[src/rtl/serial_adder_pkg.sv]
// Shared types and sizing helpers for the bit-serial adder controller.
// Optional build macro used by this slice: SERIAL_ADD_SUB_EN (adds a subtract mode).
package serial_adder_pkg;

    typedef enum logic [1:0] {
        IDLE = 2'd0,
        RUN  = 2'd1,
        DONE = 2'd2
    } state_t;

    localparam int DEFAULT_WIDTH = 8;

    // A one-bit operand still needs a one-bit counter, so the width never drops to zero.
    function automatic int countWidth(input int width);
        return (width > 1) ? $clog2(width) : 1;
    endfunction

    localparam int COUNT_W = countWidth(DEFAULT_WIDTH);

endpackage

[src/rtl/serial_add_dp.sv]
// Datapath of the serial adder: operand shift registers, carry flop,
// partial-sum shift register and the single full-adder cell.
module serial_add_dp
    import serial_adder_pkg::*;
#(
    parameter int WIDTH = DEFAULT_WIDTH
) (
    input  logic             clk,
    input  logic             rst,
    input  logic             i_load,
    input  logic             i_step,
    input  logic [WIDTH-1:0] i_a,
    input  logic [WIDTH-1:0] i_b,
    input  logic             i_cin,
    output logic [WIDTH-1:0] o_sumNext,
    output logic             o_carryNext
);

    logic [WIDTH-1:0] r_opA;
    logic [WIDTH-1:0] r_opB;
    logic [WIDTH-1:0] r_psum;
    logic             r_carry;
    logic             w_bit;
    logic [WIDTH-1:0] w_psumNext;

    assign w_bit       = r_opA[0] ^ r_opB[0] ^ r_carry;
    assign o_carryNext = (r_opA[0] & r_opB[0]) | (r_opA[0] & r_carry) | (r_opB[0] & r_carry);

    // Each new bit enters at the MSB, so after WIDTH steps the LSB-first bits are in place.
    generate
        if (WIDTH == 1) begin : g_narrow
            assign w_psumNext = w_bit;
        end else begin : g_wide
            assign w_psumNext = {w_bit, r_psum[WIDTH-1:1]};
        end
    endgenerate

    assign o_sumNext = w_psumNext;

    always_ff @(posedge clk or posedge rst) begin
        if (rst) begin
            r_opA   <= '0;
            r_opB   <= '0;
            r_psum  <= '0;
            r_carry <= 1'b0;
        end else if (i_load) begin
            r_opA   <= i_a;
            r_opB   <= i_b;
            r_psum  <= '0;
            r_carry <= i_cin;
        end else if (i_step) begin
            r_opA   <= r_opA >> 1;
            r_opB   <= r_opB >> 1;
            r_psum  <= w_psumNext;
            r_carry <= o_carryNext;
        end
    end

endmodule

[src/rtl/serial_adder_ctrl.sv]
// Bit-serial adder controller: FSM, bit counter and held result registers.
// Define SERIAL_ADD_SUB_EN to add the `sub` input (a - b via ~b and forced carry-in).
module serial_adder_ctrl
    import serial_adder_pkg::*;
#(
    parameter int WIDTH = DEFAULT_WIDTH
) (
    input  logic             clk,
    input  logic             rst,
    input  logic             start,
    input  logic [WIDTH-1:0] a,
    input  logic [WIDTH-1:0] b,
    input  logic             cin,
`ifdef SERIAL_ADD_SUB_EN
    input  logic             sub,
`endif
    output logic             busy,
    output logic             done,
    output logic [WIDTH-1:0] sum,
    output logic             cout
);

    localparam int            CW   = countWidth(WIDTH);
    localparam logic [CW-1:0] LAST = CW'(WIDTH - 1);

    state_t           r_state;
    state_t           w_stateNext;
    logic [CW-1:0]    r_count;
    logic             w_accept;
    logic             w_step;
    logic             w_last;
    logic [WIDTH-1:0] w_bLoad;
    logic             w_cinLoad;
    logic [WIDTH-1:0] w_sumNext;
    logic             w_carryNext;

`ifdef SERIAL_ADD_SUB_EN
    assign w_bLoad   = sub ? ~b : b;
    assign w_cinLoad = sub | cin;
`else
    assign w_bLoad   = b;
    assign w_cinLoad = cin;
`endif

    always_ff @(posedge clk or posedge rst) begin
        if (rst) begin
            r_state <= IDLE;
        end else begin
            r_state <= w_stateNext;
        end
    end

    always_comb begin
        w_stateNext = r_state;
        case (r_state)
            IDLE:    if (start) w_stateNext = RUN;
            RUN:     if (r_count == LAST) w_stateNext = DONE;
            DONE:    w_stateNext = start ? RUN : IDLE;
            default: w_stateNext = IDLE;
        endcase
    end

    // A start is only honoured while ready; requests during RUN are dropped.
    always_comb begin
        busy     = (r_state == RUN);
        done     = (r_state == DONE);
        w_step   = (r_state == RUN);
        w_last   = (r_state == RUN) && (r_count == LAST);
        w_accept = ((r_state == IDLE) || (r_state == DONE)) && start;
    end

    always_ff @(posedge clk or posedge rst) begin
        if (rst) begin
            r_count <= '0;
        end else if (w_accept) begin
            r_count <= '0;
        end else if (w_step) begin
            r_count <= r_count + 1'b1;
        end
    end

    // The result is written only on the final bit, so partial sums never reach the bus.
    always_ff @(posedge clk or posedge rst) begin
        if (rst) begin
            sum  <= '0;
            cout <= 1'b0;
        end else if (w_last) begin
            sum  <= w_sumNext;
            cout <= w_carryNext;
        end
    end

    serial_add_dp #(
        .WIDTH(WIDTH)
    ) u_dp (
        .clk        (clk),
        .rst        (rst),
        .i_load     (w_accept),
        .i_step     (w_step),
        .i_a        (a),
        .i_b        (w_bLoad),
        .i_cin      (w_cinLoad),
        .o_sumNext  (w_sumNext),
        .o_carryNext(w_carryNext)
    );

endmodule

[config.mk]
export PLATFORM = sky130hd
export DESIGN_NAME = serial_adder_ctrl
export DESIGN_NICKNAME = d
export VERILOG_FILES = /design/src/rtl/serial_adder_pkg.sv /design/src/rtl/serial_add_dp.sv /design/src/rtl/serial_adder_ctrl.sv
export SDC_FILE = /design/constraint.sdc
export NUM_CORES = 1
export LEC_CHECK = 0
export CORE_ASPECT_RATIO = 0.9
export CORE_UTILIZATION = 30
export DETAILED_ROUTE_END_ITERATION = 10
export MAX_ROUTING_LAYER = met4
export RECOVER_POWER = 50
export SLEW_MARGIN = 15
export SYNTH_ARGS = -nofsm -noshare
export SYNTH_HDL_FRONTEND = slang
export SYNTH_SLANG_ARGS = --single-unit
[constraint.sdc]
create_clock -name clk -period 3.3 [get_ports clk]
set_input_delay 0.66 -clock clk [delete_from_list [all_inputs] [get_ports clk]]
set_output_delay 0.66 -clock clk [all_outputs]
set_load 0.02 [all_outputs]
==> impl.org, run 1 <==
** Clocking
- In this run, CTS created clock tree buffers numbering 5.
- The clock net in this run drives a total of 38 sinks.
- In this run the number of H-tree levels came out at 2.
- After clock tree synthesis, the setup repair step added 0 buffers.
- Clock-pin slew was measured on the worst setup and hold paths at 0.07 ns.
- The clock passes through at most 2 buffers.
- Insertion delay of the later-clocked pin in the worst-skew pair :: 0.28 ns
- TritonCTS built the clock tree.
- CTS placed an instance of sky130_fd_sc_hd__clkbuf_8 at the clock tree root.
- Gates resized, CTS repair :: 0
- Buffers inserted to repair hold after CTS numbered 0.

** Global route
- Met2 routing resource usage after global routing :: 0.184
- Pin count of the biggest net entering global routing :: 25
- Global Route met1 Usage :: 0.179
- Initial antenna violation count :: 0
- Total overflow reported by the global router :: 0
- The first global-routing pass estimated 5710 um of wire.
- Gr busiest metal :: met2
- The via count of the first global-routing pass was 1191.
- Total global-route track usage :: 0.130
- M3 GR Usage :: 0.0307

** Critical path
- Type of destination of the critical path :: output port
- For the worst setup path, the data arrival time is 1.86 ns.
- CP startpoint :: r_state[1]$_DFFE_PP0P_
- Endpoint required time on the critical path :: 2.64 ns
- Among all stages on the critical path, the largest delay is contributed by sky130_fd_sc_hd__clkdlybuf4s50_1.
- Walking the worst path, the cells encountered are nand2b_1, inv_6, clkdlybuf4s50_1.
- Worst path top cell family by delay :: buffers and inverters
- Maximum net fanout on the critical path :: 16
- CP bufs+invs :: 2
- The worst register-to-register path begins at r_state[1]$_DFFE_PP0P_.
- Critical Path Source Type :: flop
- For this run, the slowest stage of the critical path takes 0.63 ns.
- By startpoint and endpoint, the worst setup path is classified as reg2out.

** Detailed routing
- Detailed-router iteration count before antenna repair :: 4
- Post-detailed-route wirelength per cell :: 14.2 um
- Summed over all layers, the routed wires come to 3410 um.
- Final antenna-violating net count :: 0
- Dividing the detail-routed via count by the number of cells gives 5.00.
- DRC violation count after routing :: 0
- First-iteration detailed-routing DRC count :: 48
- The routed layout has 1201 vias.

** Finish
- Leaving out filler cells and counting taps, the final layout contains 240.
- Fillcell total :: 519
- Total area of multi-input combinational cells :: 678 sq um
- Compared with the post-synthesis result, the final layout area differs by 23.1%.
- Share of post-route cells with drive strength above 1 :: 0.0809
- Layout net count :: 196
- Inserted Diodes :: 0
- Across the whole layout, storage elements account for 951 sq um.

** Worst hold path
- Worst hold path class :: reg2reg
- Critical hold path startpoint :: sum[0]$_DFFE_PP0P_

** Floorplanning
- # rows :: 25
- The initial utilization of the core area, before any placement, comes to 0.322.
- Die Wd :: 82.3 um
- The floorplan step defined a core boundary enclosing 5410 sq um.
- For this design the top-level I/O count stands at 31.
- Die Y-Extent :: 74.3 um
- Die Area :: 6110 sq um

** STA
- Setup violations remaining at the end of the flow were counted as 0.
- Unrepaired setup endpoints after global routing :: false
- Count of endpoints failing hold in the final timing report :: 0
- At the pin with the least slew margin, the transition time is 0.863 ns.
- The number of max-slew violations in the final report was 0.
- Rel. slew slack :: 0.424
- Setup total negative slack on the finished layout was measured at 0 ns.
- Period utilization :: 0.764
- Fmax :: 396 MHz
- The smallest clock period supported by the final layout is computed as 2.52 ns.
- Worst clock skew :: 0.00575 ns

** Power and ir drop
- The worst-case IR drop observed on VDD is 0.363 mV.
- Power density over the cells :: 902 nW/um^2
- Total leakage power :: 0.888 nW
- Total power :: 1.93 mW

** Synth
- Yosys mapped the design onto 28 distinct sky130hd cell types.
- The Yosys step of the flow raised 0 warnings.
- The average instance in the mapped netlist occupies 12.5 sq um.
- The number of nets handed over by synthesis was 162.
- Main area contributors after synthesis :: sky130_fd_sc_hd__dfrtp_1, sky130_fd_sc_hd__mux2_4, sky130_fd_sc_hd__a22o_1
- The share of synthesized area in the top cell type comes to 0.546.
- Post-synthesis cell type with the largest combined area :: sky130_fd_sc_hd__dfrtp_1
- Post-Syn Area :: 1740 sq um
- Fraction of the yosys area taken by sequential cells :: 0.546
- Synthesis inferred 38 register bits.
- Synthesis produced 139 cells.

** Placed design
- Placed wire-length estimate after detailed placement :: 2400 um
- During placement, the flow inserted port buffers numbering 30.
- The number of placed instances, taps included, is 233.
- At the end of routability-driven placement, the weighted congestion stood at 0.810.

** Status
- Run status :: completed

** Job
- Max-cap viol count :: 0
## power breakdown
part | switching, mW | internal (mW) | total (mW)
Sequential | 0.142 | 0.682 | 0.825
Combinational | 0.402 | 0.414 | 0.815
Clock | 0.147 | 0.145 | 0.292
Total | 0.691 | 1.24 | 1.93
## registers in the layout, indices dropped and copies added (netlist names)
register / cells
u_dp.r_psum: 7
r_count: 3
r_state: 2
sum: 8
u_dp.r_opB: 8
cout: 1
u_dp.r_carry: 1
u_dp.r_opA: 8
## stage by stage
step / worst slack (ns) / util / hold WS, ns / cell area (sq um)
final: 0.778 / 0.396 / 0.498 / 2140
after detailed placement: 1.05 / 0.392 / 0.489 / 2120
after global placement: 1.08 / 0.392 / 0.486 / 2120
after floorplan: 1.65 / - / 0.452 / 1740
after global routing: 0.696 / 0.396 / 0.524 / 2140
after CTS: 0.738 / 0.406 / 0.501 / 2200
## Yosys cell counts
cell type                  count
sky130_fd_sc_hd__a22oi_1       1
sky130_fd_sc_hd__nand2_1       1
sky130_fd_sc_hd__a211oi_1      9
sky130_fd_sc_hd__buf_2         3
sky130_fd_sc_hd__nor2_1        6
sky130_fd_sc_hd__clkbuf_1      4
sky130_fd_sc_hd__a22o_1       11
sky130_fd_sc_hd__buf_6         1
sky130_fd_sc_hd__nand2_8       1
sky130_fd_sc_hd__ha_1          2
sky130_fd_sc_hd__inv_1         1
sky130_fd_sc_hd__nor2b_1      11
sky130_fd_sc_hd__nand3_1       2
sky130_fd_sc_hd__inv_6         1
sky130_fd_sc_hd__nor3_1        5
sky130_fd_sc_hd__o21ai_1       2
sky130_fd_sc_hd__a21oi_1       9
sky130_fd_sc_hd__o22ai_1       5
sky130_fd_sc_hd__mux2_1        1
sky130_fd_sc_hd__inv_2         1
sky130_fd_sc_hd__mux2i_1       9
sky130_fd_sc_hd__fa_1          1
sky130_fd_sc_hd__mux2_2        1
sky130_fd_sc_hd__nor2_4        1
sky130_fd_sc_hd__mux2_4        9
sky130_fd_sc_hd__dfrtp_1      38
sky130_fd_sc_hd__nand2b_1      2
sky130_fd_sc_hd__buf_4         1
## cells in the final DEF (no fill, tap or decap), types with 4 or more instances in the layout
cell type and count:
sky130_fd_sc_hd__mux2_1 9, sky130_fd_sc_hd__o22ai_1 5, sky130_fd_sc_hd__clkbuf_1 4, sky130_fd_sc_hd__a21oi_1 9, sky130_fd_sc_hd__a22o_1 11, sky130_fd_sc_hd__nor2_1 6
sky130_fd_sc_hd__mux2i_1 9, sky130_fd_sc_hd__nor2b_1 11, sky130_fd_sc_hd__buf_4 4, sky130_fd_sc_hd__clkdlybuf4s50_1 28, sky130_fd_sc_hd__nor3_1 5, sky130_fd_sc_hd__a211oi_1 9
sky130_fd_sc_hd__clkbuf_8 5, sky130_fd_sc_hd__dfrtp_1 38
## per-layer routing
layer / part of all wire / up-vias
met1: 0.48 / 589
met3: 0.051 / 8
li1: - / 574
met2: 0.45 / 30
met5: 0 / -
met4: 0.016 / 0
## layout make-up
type	count	share of cell area
inverters	3	0.00759
clock buffers	7	0.0356
repair buffers	36	0.158
multi-input cells	89	0.316
well taps	67	0.0391
flip-flops and latches	38	0.444
## cells by family (layout without fill, tap and decap cells)
kind of cell,after synthesis,in the layout,synth area share
and+or+nand+nor,29,29,0.0999
DFF,38,38,0.546
muxes,20,20,0.142
adders and majority gates,3,3,0.0259
AOI/OAI and AO/OA,37,37,0.148
buffers and inverters,12,46,0.0374
## path summary, 6_finish.rpt
kind / slack [ns] / end / cells after the start
worst max-delay path: 0.78 / busy / 3
worst min-delay path: 0.50 / sum[0]$_DFFE_PP0P_ / 1
worst max register to register: 1.49 / sum[6]$_DFFE_PP0P_ / 4
worst min register to register: 0.50 / sum[0]$_DFFE_PP0P_ / 1
max in group asynchronous: 1.46 / u_dp.r_carry$_DFFE_PP0P_ / 3
min in group asynchronous: 1.00 / u_dp.r_opA[0]$_DFFE_PP0P_ / 2
## worst register-to-register path, cell delays in order (launching register included)
cell and delay [ns]:
sky130_fd_sc_hd__dfrtp_1 0.38, sky130_fd_sc_hd__nand2b_1 0.34, sky130_fd_sc_hd__inv_6 0.24, sky130_fd_sc_hd__nand2_1 0.32
sky130_fd_sc_hd__mux2_1 0.43
Power figures use the tool's default switching activity.
==> inputs of run 2 (changes only) <==
clock period = 2.1 ns   (was 3.3 ns; I/O delays follow)
==> run 2 against run 1 <==
  * Register-to-register slack worse by 0.95 ns
  * Global-route usage grew 0.81 points
  * Non-clock buffer count grew 1
  * Critical path type unchanged
  * Hold slack improved by 0.013 ns
  * Count of clock-buffer cells in the layout decreased by 1
  * Critical path depth decreased by 1
  * Setup slack worse by 0.60 ns
==> impl.org, run 2 (synthesized netlist as in run 1, its figures left out) <==
** Status
- The run finished with clean final reports.

** Clocking
- Root buffer cell :: sky130_fd_sc_hd__clkbuf_8
- Insertion delay of the later-clocked pin in the worst-skew pair :: 0.29 ns (about the same)
- Clock tree buffer depth :: 2 (unchanged)
- Clock buffer count from CTS :: 5 (unchanged)
- Count of hold-fix buffers inserted at cts :: 0 (unchanged)
- The number of levels in the clock H-tree came to 2 (unchanged).
- The post-CTS resize count is 0 (unchanged).
- Clock net sink count :: 38 (unchanged)
- The total setup buffers inserted after CTS came to 0 (unchanged).
- Clock-pin slew reported for the worst setup and hold paths after clock tree synthesis :: 0.07 ns (about the same)
- TritonCTS built the clock tree.

** Detailed routing
- The average wire per standard cell came to 14.9 um (+4.7%).
- The met2 wirelength from detailed routing came to 1580 um (+2.5%).
- The count of unresolved DRC violations after routing is 0 (unchanged).
- The met1 wire length was 1730 um (+5.7%).
- The via density per instance is 4.96 (-0.91%).
- The total wire length was 3600 um (+5.6%).
- Detailed-router iteration count before antenna repair :: 4 (unchanged)
- First-iteration detailed-routing DRC count :: 42 (-13%)
- The residual antenna-violating net count after detailed routing was 0 (unchanged).
- The detailed-route via count was 1200 (-0.083%).
- Met3 routed WL :: 221 um (+28%)
- The highest metal layer carrying signal wires in the routed design is met4.

** Placed design
- Placed wire-length estimate after detailed placement :: 2530 um (+5.1%)
- The last weighted congestion value of the routability-driven placer came to 0.824 (+1.7%).
- The number of port buffers was 30 (unchanged).

** Power and ir drop
- Internal power :: 2.33 mW (+88%)
- The switching power summed over all nets is 1.18 mW (+70%).
- Power density over the cells :: 1550 nW/um^2 (+72%)
- Switch share :: 0.336 (-0.0217)
- The leakage power total is 0.973 nW (+9.5%).
- Total power :: 3.51 mW (+81%)
- Relative contribution of the clock network to total power :: 0.219 (+0.068)
- VDD IR-drop max :: 0.690 mV (+90%)
- The part of the total power dissipated in sequential elements came to 0.374 (-0.053).
- Combinational share of power :: 0.407 (-0.015)

** Finish
- Area growth from synthesis to layout :: 30.3%
- Layout net count :: 197 (+0.51%)
- The number of antenna repair diodes is 0 (unchanged).
- The core occupancy in the finished layout was 0.419 (+0.0229).
- Share of post-route cells with drive strength above 1 :: 0.160 (+0.0791)
- Biggest regs :: sum (8), u_dp.r_opA (8), u_dp.r_opB (8)
- Commonest non-fill, non-tap cell in the layout :: sky130_fd_sc_hd__dfrtp_1
- Fillcell total :: 512 (-1.3%)
- Leading cell types in the layout, fill and taps excluded :: sky130_fd_sc_hd__dfrtp_1, sky130_fd_sc_hd__clkdlybuf4s50_1, sky130_fd_sc_hd__nor2b_1, sky130_fd_sc_hd__a22o_1

** Critical path
- Crit path arrival time :: 1.51 ns (-0.35 ns)
- The critical-path maximum fanout was 5 (-11).
- The critical path is of the reg2out type.
- Worst path top cell family by delay :: buffers and inverters
- Largest stage delay on the critical path :: 0.63 ns (about the same)
- The reg2reg setup slack is 0.54 ns (-0.95 ns).
- Cell with the biggest individual delay on the critical path :: sky130_fd_sc_hd__clkdlybuf4s50_1
- The critical path buffer and inverter count is 1 (-1).
- STA classifies the critical path startpoint as a flop.
- Type of destination of the critical path :: output port
- Cells along the critical path :: nor2b_1, clkdlybuf4s50_1
- Endpoint required time on the critical path :: 1.68 ns (-0.96 ns)

** Global route
- The overall global routing resource usage is 0.138 (+0.00812).
- Total overflow reported by the global router :: 0 (unchanged)
- The first-pass GRT wire length is 6010 um (+5.2%).
- Pin count of the biggest net entering global routing :: 39 (+56%)
- Via count of the first global-routing pass :: 1216 (+2.1%)
- Initial antenna violation count :: 0 (unchanged)

** STA
- Worst clock skew :: 0.00921 ns (+0.00346 ns)
- After layout, the minimum clock period comes to 1.93 ns.
- Setup Total Neg Slack :: 0 ns (unchanged)
- Least-Margin Pin Slew :: 0.915 ns (+0.0527 ns)
- In the finished design, the share of the clock period the worst path needs comes to 0.918.
- Total setup violations reported at the end of the flow :: 0 (unchanged)
- Fmax :: 519 MHz
- The number of max-slew violations in the final report was 0 (unchanged).
- Setup repair after global routing left no endpoint under its margin.
- The headroom to the max-slew limit is 0.390 (-0.0345).
- The hold violation total from the final report came to 0 (unchanged).

** Floorplanning
- Starting Density :: 0.322 (unchanged)
- Die Area :: 6110 sq um (unchanged)
- The count of pins on the block boundary came to 31 (unchanged).
- The die height is 74.3 um (unchanged).
- Area inside the core boundary :: 5410 sq um (unchanged)
- Die Wd :: 82.3 um (unchanged)
- The number of cell rows was 25 (unchanged).

** Worst hold path
- The min-delay analysis places its worst path in the category reg2reg.

** Job
- The number of max-capacitance violations reported is 0 (unchanged).
-- run 2: final timing paths --
check / from / endpoint / cells past startpoint
setup / recovery: r_state[1]$_DFFE_PP0P_ / done / 2
max in group asynchronous: rst / u_dp.r_opB[4]$_DFFE_PP0P_ / 3
min in group asynchronous: rst / sum[5]$_DFFE_PP0P_ / 3
hold reg to reg: u_dp.r_psum[1]$_DFFE_PP0P_ / u_dp.r_psum[1]$_DFFE_PP0P_ / 1
hold / removal: u_dp.r_psum[1]$_DFFE_PP0P_ / u_dp.r_psum[1]$_DFFE_PP0P_ / 1
setup reg to reg: r_state[0]$_DFFE_PP0P_ / u_dp.r_psum[1]$_DFFE_PP0P_ / 5
-- run 2: cell type report --
type	count	area, sq um	share of cell area
Sequential cell	38	951	0.419
Multi-Input combinational cell	89	724	0.320
Timing Repair Buffer	37	349	0.154
Tap cell	67	83.8	0.0370
Clock buffer	6	82.6	0.0364
Clock inverter	2	60.1	0.0265
Inverter	3	16.3	0.00717
-- run 2: per-stage QoR --
step / worst slack, ns / instances / hold slack, ns / cell area [sq um]
2_1_floorplan: 0.693 / 139 / 0.452 / 1740
3_3_place_gp: 0.383 / 234 / 0.473 / 2130
3_5_place_dp: 0.336 / 234 / 0.495 / 2130
4_1_cts: 0.0378 / 242 / 0.512 / 2270
5_1_grt: 0.120 / 242 / 0.527 / 2270
6_report: 0.173 / 242 / 0.511 / 2270
-- run 2: power groups by stage --
stage,Clock [mW],Sequential (mW),Combinational [mW]
2_1_floorplan,0,1.36,0.938
3_3_place_gp,0,1.31,1.39
3_5_place_dp,0,1.32,1.45
4_1_cts,0.783,1.31,1.46
5_1_grt,0.810,1.36,1.56
6_report,0.767,1.31,1.43
-- run 2: routing by layer --
metal	global-route usage	vias to the layer above
li1	-	576
met1	0.187	587
met2	0.190	33
met3	0.0344	4
met4	0.0702	0
met5	-	-
-- run 2: worst register-to-register path: stages, from the launching register on --
cell and delay (ns):
sky130_fd_sc_hd__dfrtp_1 0.40, sky130_fd_sc_hd__buf_4 0.22, sky130_fd_sc_hd__nor2b_1 0.13, sky130_fd_sc_hd__clkbuf_1 0.38
sky130_fd_sc_hd__nor2_4 0.12, sky130_fd_sc_hd__a22o_1 0.21
==> inputs of run 3 (changes only) <==
ABC_CLOCK_PERIOD_IN_PS = 2100   (was default)
==> results of run 3 <==
Final layout, timing and power as in run 2 (identical DEF).
